## src/rtl/mem_arbiter.sv

```systemverilog
// rtl/mem_arbiter.sv - two-port round-robin arbiter in front of the shared memory unit
// One access in flight at a time; a watchdog turns a hung access into an error completion.

`ifndef MEMORY_ADDR_WIDTH
`define MEMORY_ADDR_WIDTH 16
`endif
`ifndef MEMORY_DATA_WIDTH
`define MEMORY_DATA_WIDTH 20
`endif

module mem_arbiter #(
  parameter int ADDR_W  = `MEMORY_ADDR_WIDTH,
  parameter int DATA_W  = `MEMORY_DATA_WIDTH,
  parameter int TIMEOUT = 64
) (
  input  logic              clk,
  input  logic              rst,
  input  logic              power,
  input  logic              req0_valid,
  input  logic [1:0]        req0_func,
  input  logic [ADDR_W-1:0] req0_addr0,
  input  logic [ADDR_W-1:0] req0_addr1,
  input  logic              req1_valid,
  input  logic [1:0]        req1_func,
  input  logic [ADDR_W-1:0] req1_addr0,
  input  logic [ADDR_W-1:0] req1_addr1,
  output logic              req0_ack,
  output logic              req1_ack,
  output logic              req0_done,
  output logic              req1_done,
  output logic              rsp_err,
  output logic [DATA_W-1:0] rsp_data,
  output logic [ADDR_W-1:0] rsp_addr,
  output logic [1:0]        mem_func,
  output logic              mem_execute,
  output logic [ADDR_W-1:0] mem_addr0,
  output logic [ADDR_W-1:0] mem_addr1,
  input  logic [DATA_W-1:0] mem_data_out,
  input  logic [ADDR_W-1:0] mem_addr_out,
  input  logic              mem_ready
);

  typedef enum logic [1:0] {IDLE, ISSUE, WAIT} state_t;

  // The first WAIT cycle is the earliest legal ready, so the watchdog grants
  // TIMEOUT cycles beyond it; done with error lands TIMEOUT+2 cycles after ack.
  localparam logic [7:0] TIMER_LIMIT = 8'(TIMEOUT);

  state_t     state;
  logic       last_grant;
  logic [7:0] timer;
  logic       pick1;

  always_comb begin
    pick1 = req1_valid && (!req0_valid || !last_grant);
  end

  always_ff @(posedge clk or negedge rst) begin
    if (!rst) begin
      state       <= IDLE;
      last_grant  <= 1'b1;
      timer       <= '0;
      req0_ack    <= 1'b0;
      req1_ack    <= 1'b0;
      req0_done   <= 1'b0;
      req1_done   <= 1'b0;
      rsp_err     <= 1'b0;
      rsp_data    <= '0;
      rsp_addr    <= '0;
      mem_func    <= '0;
      mem_execute <= 1'b0;
      mem_addr0   <= '0;
      mem_addr1   <= '0;
    end else begin
      req0_ack    <= 1'b0;
      req1_ack    <= 1'b0;
      req0_done   <= 1'b0;
      req1_done   <= 1'b0;
      mem_execute <= 1'b0;
      case (state)
        IDLE: begin
          if (power && (req0_valid || req1_valid)) begin
            if (pick1) begin
              mem_func  <= req1_func;
              mem_addr0 <= req1_addr0;
              mem_addr1 <= req1_addr1;
              req1_ack  <= 1'b1;
            end else begin
              mem_func  <= req0_func;
              mem_addr0 <= req0_addr0;
              mem_addr1 <= req0_addr1;
              req0_ack  <= 1'b1;
            end
            last_grant  <= pick1;
            mem_execute <= 1'b1;
            state       <= ISSUE;
          end
        end
        ISSUE: begin
          timer <= '0;
          state <= WAIT;
        end
        WAIT: begin
          if (mem_ready) begin
            rsp_data  <= mem_data_out;
            rsp_addr  <= mem_addr_out;
            rsp_err   <= 1'b0;
            req0_done <= !last_grant;
            req1_done <= last_grant;
            state     <= IDLE;
          end else if (timer == TIMER_LIMIT) begin
            rsp_data  <= '0;
            rsp_addr  <= '0;
            rsp_err   <= 1'b1;
            req0_done <= !last_grant;
            req1_done <= last_grant;
            state     <= IDLE;
          end else begin
            timer <= timer + 8'd1;
          end
        end
        default: state <= IDLE;
      endcase
    end
  end

endmodule

```

## config.mk

```make
export PLATFORM = sky130hd
export DESIGN_NAME = mem_arbiter
export DESIGN_NICKNAME = d
export VERILOG_FILES = /design/src/rtl/mem_arbiter.sv
export SDC_FILE = /design/constraint.sdc
export NUM_CORES = 1
export LEC_CHECK = 0
export CAP_MARGIN = 20
export CORE_MARGIN = 4
export CORE_UTILIZATION = 46
export DETAILED_ROUTE_END_ITERATION = 8
export PLACE_DENSITY = 0.88
export SETUP_SLACK_MARGIN = 0.15
export SLEW_MARGIN = 20
export SYNTH_ARGS = -nofsm -noshare
export SYNTH_HDL_FRONTEND = slang
export SYNTH_SLANG_ARGS = --single-unit
```

## constraint.sdc

```tcl
create_clock -name clk -period 2.8 [get_ports clk]
set_input_delay 0.7 -clock clk [delete_from_list [all_inputs] [get_ports clk]]
set_output_delay 0.7 -clock clk [all_outputs]
set_load 0.05 [all_outputs]
```

# Word-level counts from Yosys, hierarchy flattened

Index checks and enable logic that the tools add are counted.

Register bits after elaboration: 87
Latch bits: 0
Memory bits (writable): 0
Bits in read-only memories: 0
Input bits: 110
Output and inout bits: 76
Logic and storage cells: 65
Memories kept: 0

Add/subtract/negate cells: 1
Multipliers: 0
Divide/modulo/power cells: 0
Magnitude comparators: 0
Equal/unequal tests: 7
Shift operators: 0
Muxes and demuxes: 30
Bitwise gates (word level): 0
Reduce and logical (&&, ||, !) cells: 13

Operators with widths:

| cell                                                            | number |
|---|---|
| 16-bit 2-to-1 mux                                               | 4 |
| 20-bit 2-to-1 mux                                               | 2 |
| 1-bit 2-to-1 mux                                                | 16 |
| 8-bit 2-to-1 mux                                                | 2 |
| 8-bit one-hot mux with 2 select lines                           | 1 |
| 8-bit by 1-bit adder with 8-bit output, second input constant   | 1 |
| 8-bit by 7-bit == test with 1-bit output, second input constant | 1 |
| 2-bit 2-to-1 mux                                                | 4 |
| 2-bit inequality test, second input constant                    | 3 |
| 2-bit one-hot mux with 3 select lines                           | 1 |
| 2-bit AND reduction                                             | 3 |
| 2-bit nonzero test                                              | 2 |
| 3-bit inequality test, second input constant                    | 1 |
| 3-bit AND reduction                                             | 1 |
| 2-bit by 1-bit == test with 1-bit output, second input constant | 1 |
| 2-bit == test, second input constant                            | 1 |
| 1-bit logical AND                                               | 2 |
| 1-bit logical NOT                                               | 2 |
| 2-bit logical NOT                                               | 1 |
| 1-bit logical OR                                                | 2 |

# Longest topological paths before layout

Depth after elaboration: 6
Mapped depth: 7
Gate-level depth less buffers: 5

# Worst setup path before layout

Ideal clock, no wire load.

Path type: in2reg
Start point: in req1_valid
End point: reg mem_addr1[0]
Setup time: 0.125 ns
Data arrival time: 1.688 ns
Data required time: 2.675 ns
Path slack: 0.987 ns
Cell stages on the path: 5
Buffers on the path: 2
Cell sequence: a21boi_2 > buf_6 > buf_8 > mux2_4 > mux2_4

Cells in the longest elaborated chain, start to end: 3
Elaborated cells on any way between the ends: 5
Those cells by class: mux: 1; reduce/logical: 4

Ends and longest elaborated chain:

| element                       | line | text |
|---|---|---|
| start: declaration            | 23   | `input logic req1_valid,` |
| 1-bit logical OR              | 82   | `if (power && (req0_valid \|\| req1_valid)) begin` |
| 1-bit logical AND             | 82   |  |
| 2-bit AND reduction (no line) | -    |  |
| end signal: assignment        | 86   | `mem_addr1 <= req1_addr1;` |
| end signal: assignment        | 91   | `mem_addr1 <= req0_addr1;` |
| end: declaration              | 37   | `output logic [ADDR_W-1:0] mem_addr1,` |

Several ways; a longest one is shown, not always the timed one.
A chain may end at the register's enable or synchronous reset.

# Final worst setup path

Start point: reg rsp_data[12]
End point: out rsp_data[12]

RTL lines:

| element                  | line | text |
|---|---|---|
| start: declaration       | 32   | `output logic [DATA_W-1:0] rsp_data,` |
| start signal: assignment | 105  | `rsp_data <= mem_data_out;` |

No word-level cell between the ends.

==> key figures <==
Timing
  – Final hold violation count: 0
  – Fin worst setup slack: 0.4869 ns
  – Crit share post-route: approximately 83%
  – Setup TNS: 0 ns
  – Final setup vio count: 0
  – Fmax: 432.3 MHz
  – Final min period: about 2.3 ns
  – Max Transition Viols Final: 0
  – Clock Skew: 0.01350 ns
  – Worst slew pin tran: 0.6355 ns
  – Max-slew headroom: between 50 and 60%
  – Worst hold slack: between 0.3 and 0.4 ns
  – RSZ-0062 raised after global routing: no

Final layout
  – Multi-input gate area: 1842 sq um
  – FF+latch area: between 2000 and 2500 sq um
  – Final instance area: 6446 sq um
  – NumNets Final: 638
  – Area Growth Syn to Fin: 48.43%
  – Layout cell share with drive strength beyond 1: 18.83%
  – FILL cells: 639
  – # diodes: 0

Floorplanning
  – Num rows: 35
  – I/O pin total: 186
  – Die Y: 105.2 microns
  – Die W: around 110 microns
  – Core area: 9196 sq um
  – Area of the die: 11,060 sq um
  – Initial core utilization: 47.22%

Yosys
  – Netlist cell types: 42
  – Cell count after synthesis: ~350
  – Flops & latches, synth: 87
  – Primary FF master, synth: dfrtp_1
  – Seq/Total Area, Yosys: 50.16%
  – Post-synthesis area per instance: approximately 13 sq um
  – Synth Cell Area: 4343 sq um
  – Number of synthesized flops with an enable pin: 0
  – Post-synthesis async set-or-reset flop share: 100.0%
  – Synth area leader: dfrtp_1
  – Largest cells by area after synthesis: dfrtp_1 (50%), mux2_4 (19%), a22oi_1 (6.2%)
  – Yosys top cell area share: between 40 and 50%
  – Synth warn: 0
  – Syn_nets: 458

Drt
  – Antenna Nets Post-Route: 0
  – DR vias/cell: 5.255
  – Drt first pass iters: 4
  – Per-cell routed wire length: roughly 17 microns
  – Drt total wl: 11,070 microns
  – Via count: between 3,000 and 4,000
  – DRT iter0 DRCs: around 120
  – Drc violations: 0

Clocking
  – Worst skew pair latency: 0.35 ns
  – Postcts setup bufs: 0
  – CTS-repair resized insts: 0
  – Worst-path clk slew: 0.10 ns
  – Hold buffer count at CTS: 0
  – H-tree Lvls: 3
  – Root Buffer: clkbuf_8
  – Sink Count: 87
  – Cts bufs inserted: 9
  – Clock Path Buffers: 2
  – CTS tree: done

Setup path
  – Worst path max stage delay: 0.85 ns
  – R2r startpoint: timer[0]
  – Delay-heaviest family, CP: buffers and inverters
  – Crit path cell chain: clkdlybuf4s50_1
  – Crit. End Element: primary output
  – Startpoint Class: flop
  – Worst-path maximum fanout: 3
  – Worst EP required: 2.10 ns
  – WP buf/inv: 1
  – Crit Path Class: reg2out
  – Arr. time, crit path: 1.61 ns
  – Worst setup path start: rsp_data[12]
  – Slowest cell on the critical path: clkdlybuf4s50_1

Place
  – Post-DP HPWL: 8241 microns
  – Port buffer count: 185
  – Dpl ws: 0.2590 ns
  – Routability cong.: 0.7866
  – Area after DPL: 6241 sq um

Power and ir drop
  – Cell Pwr Density: 1140 nW/um^2
  – VDD IR max: 0.9023 mV
  – Leak pwr: 2.957 nW

Min path
  – Hold Crit Class: in2async

GRT
  – GRT Util Overall: 19.83%
  – Vias in the first global route: between 3,000 and 4,000
  – Overflow after GRT: 0
  – First-pass GRT wire length: 17,630 microns
  – Largest net degree at the start of global routing: 50
  – Initial antenna violation count: 0

Job
  – # Max-Cap Violations: 0

Status
  – Status: finished, final reports clean
-- per-layer routing --
| metal | vias to the layer above | track usage (%) | part of all wire, % |
|---|---|---|---|
| met5 | - | 0 | 0 |
| met4 | 0 | 6.467 | 1.8 |
| met3 | 12 | 6.485 | 8.6 |
| met2 | 141 | 34.92 | 50 |
| met1 | 1640 | 22.67 | 40 |
| li1 | 1581 | - | - |
-- through the flow --
step / utilization (%) / power, mW / std cells
global route: 70.10 / 7.710 / 642
detailed placement: 67.86 / 6.503 / 626
floorplan: - / 5.034 / 346
finish: 70.10 / 7.351 / 642
CTS: 70.10 / 7.429 / 642
global placement: 67.86 / 6.396 / 626
-- area by class of cell --
class                           instances  share of cell area, %
Sequential cell                        87                  33.79
Timing Repair Buffer                  191                  29.97
Multi-Input combinational cell        197                  28.57
Inverter                               40                  2.329
Tap cell                              111                  2.155
Clock buffer                           10                  2.135
Clock inverter                          6                  1.048
-- worst paths after layout --
kind	to	slack (ns)	cells past startpoint
min in group clk	mem_addr1[8]	0.52	1
setup reg to reg	req0_done	0.98	6
hold / removal	rsp_addr[9]	0.37	1
hold reg to reg	mem_addr1[8]	0.52	1
setup / recovery	rsp_data[12]	0.49	1
max in group asynchronous	rsp_addr[6]	1.79	2
-- layout by cell type (no fill, tap or decap), drive strengths merged, types with 3 or more instances in the layout --
master | Yosys | final
nand3 | 4 | 4
mux2 | 69 | 69
nor2b | 3 | 3
buf | 18 | 7
nor2 | 3 | 3
dfrtp | 86 | 86
nand2 | 8 | 8
clkbuf | 4 | 10
o2111ai | 3 | 3
inv | 40 | 41
mux2i | 5 | 5
clkdlybuf4s50 | 0 | 184
o21ai | 39 | 39
a22oi | 36 | 36
or3 | 3 | 3
-- state kept, by name (all words and copies together), names as in the netlist, 2 cells and up --
| name | flops |
|---|---|
| rsp_addr | 16 |
| rsp_data | 20 |
| timer | 8 |
| mem_addr0 | 16 |
| mem_addr1 | 16 |
| mem_func | 2 |
| state | 2 |
-- where the power goes --
group	leakage [nW]	switching (mW)	internal [mW]
logic	1.87	2.57	1.69
clock network	0.0989	0.457	0.440
registers	0.988	0.395	1.79
-- Yosys cell counts (3+ instances only) --
library cell  number
a22oi_1           36
buf_2              7
buf_4              5
clkbuf_1           4
dfrtp_1           86
inv_1             40
mux2_2            14
mux2_4            54
mux2i_1            5
nand2_1            8
nand3_1            4
nor2b_1            3
o2111ai_1          3
o21ai_0           34
o21ai_1            4
-- logic make-up (layout without fill, tap and decap cells) --
group                      after synthesis  after routing  share of synthesized area [%]
DFF                                     87             87                          50.16
AOI/OAI and AO/OA                       85             85                          12.82
muxes                                   74             74                          23.71
buffers and inverters                   62            247                          7.606
and+or+nand+nor                         36             36                          5.128
adders and majority gates                2              2                         0.5761
-- worst reg2reg max path, stage by stage (launching register included) --
cell and delay [ns]:
dfrtp_1 0.41, inv_1 0.12, ha_1 0.20, nand4bb_1 0.25
o21ai_2 0.20, buf_4 0.34, nor3b_1 0.22
Power figures use the tool's default switching activity.
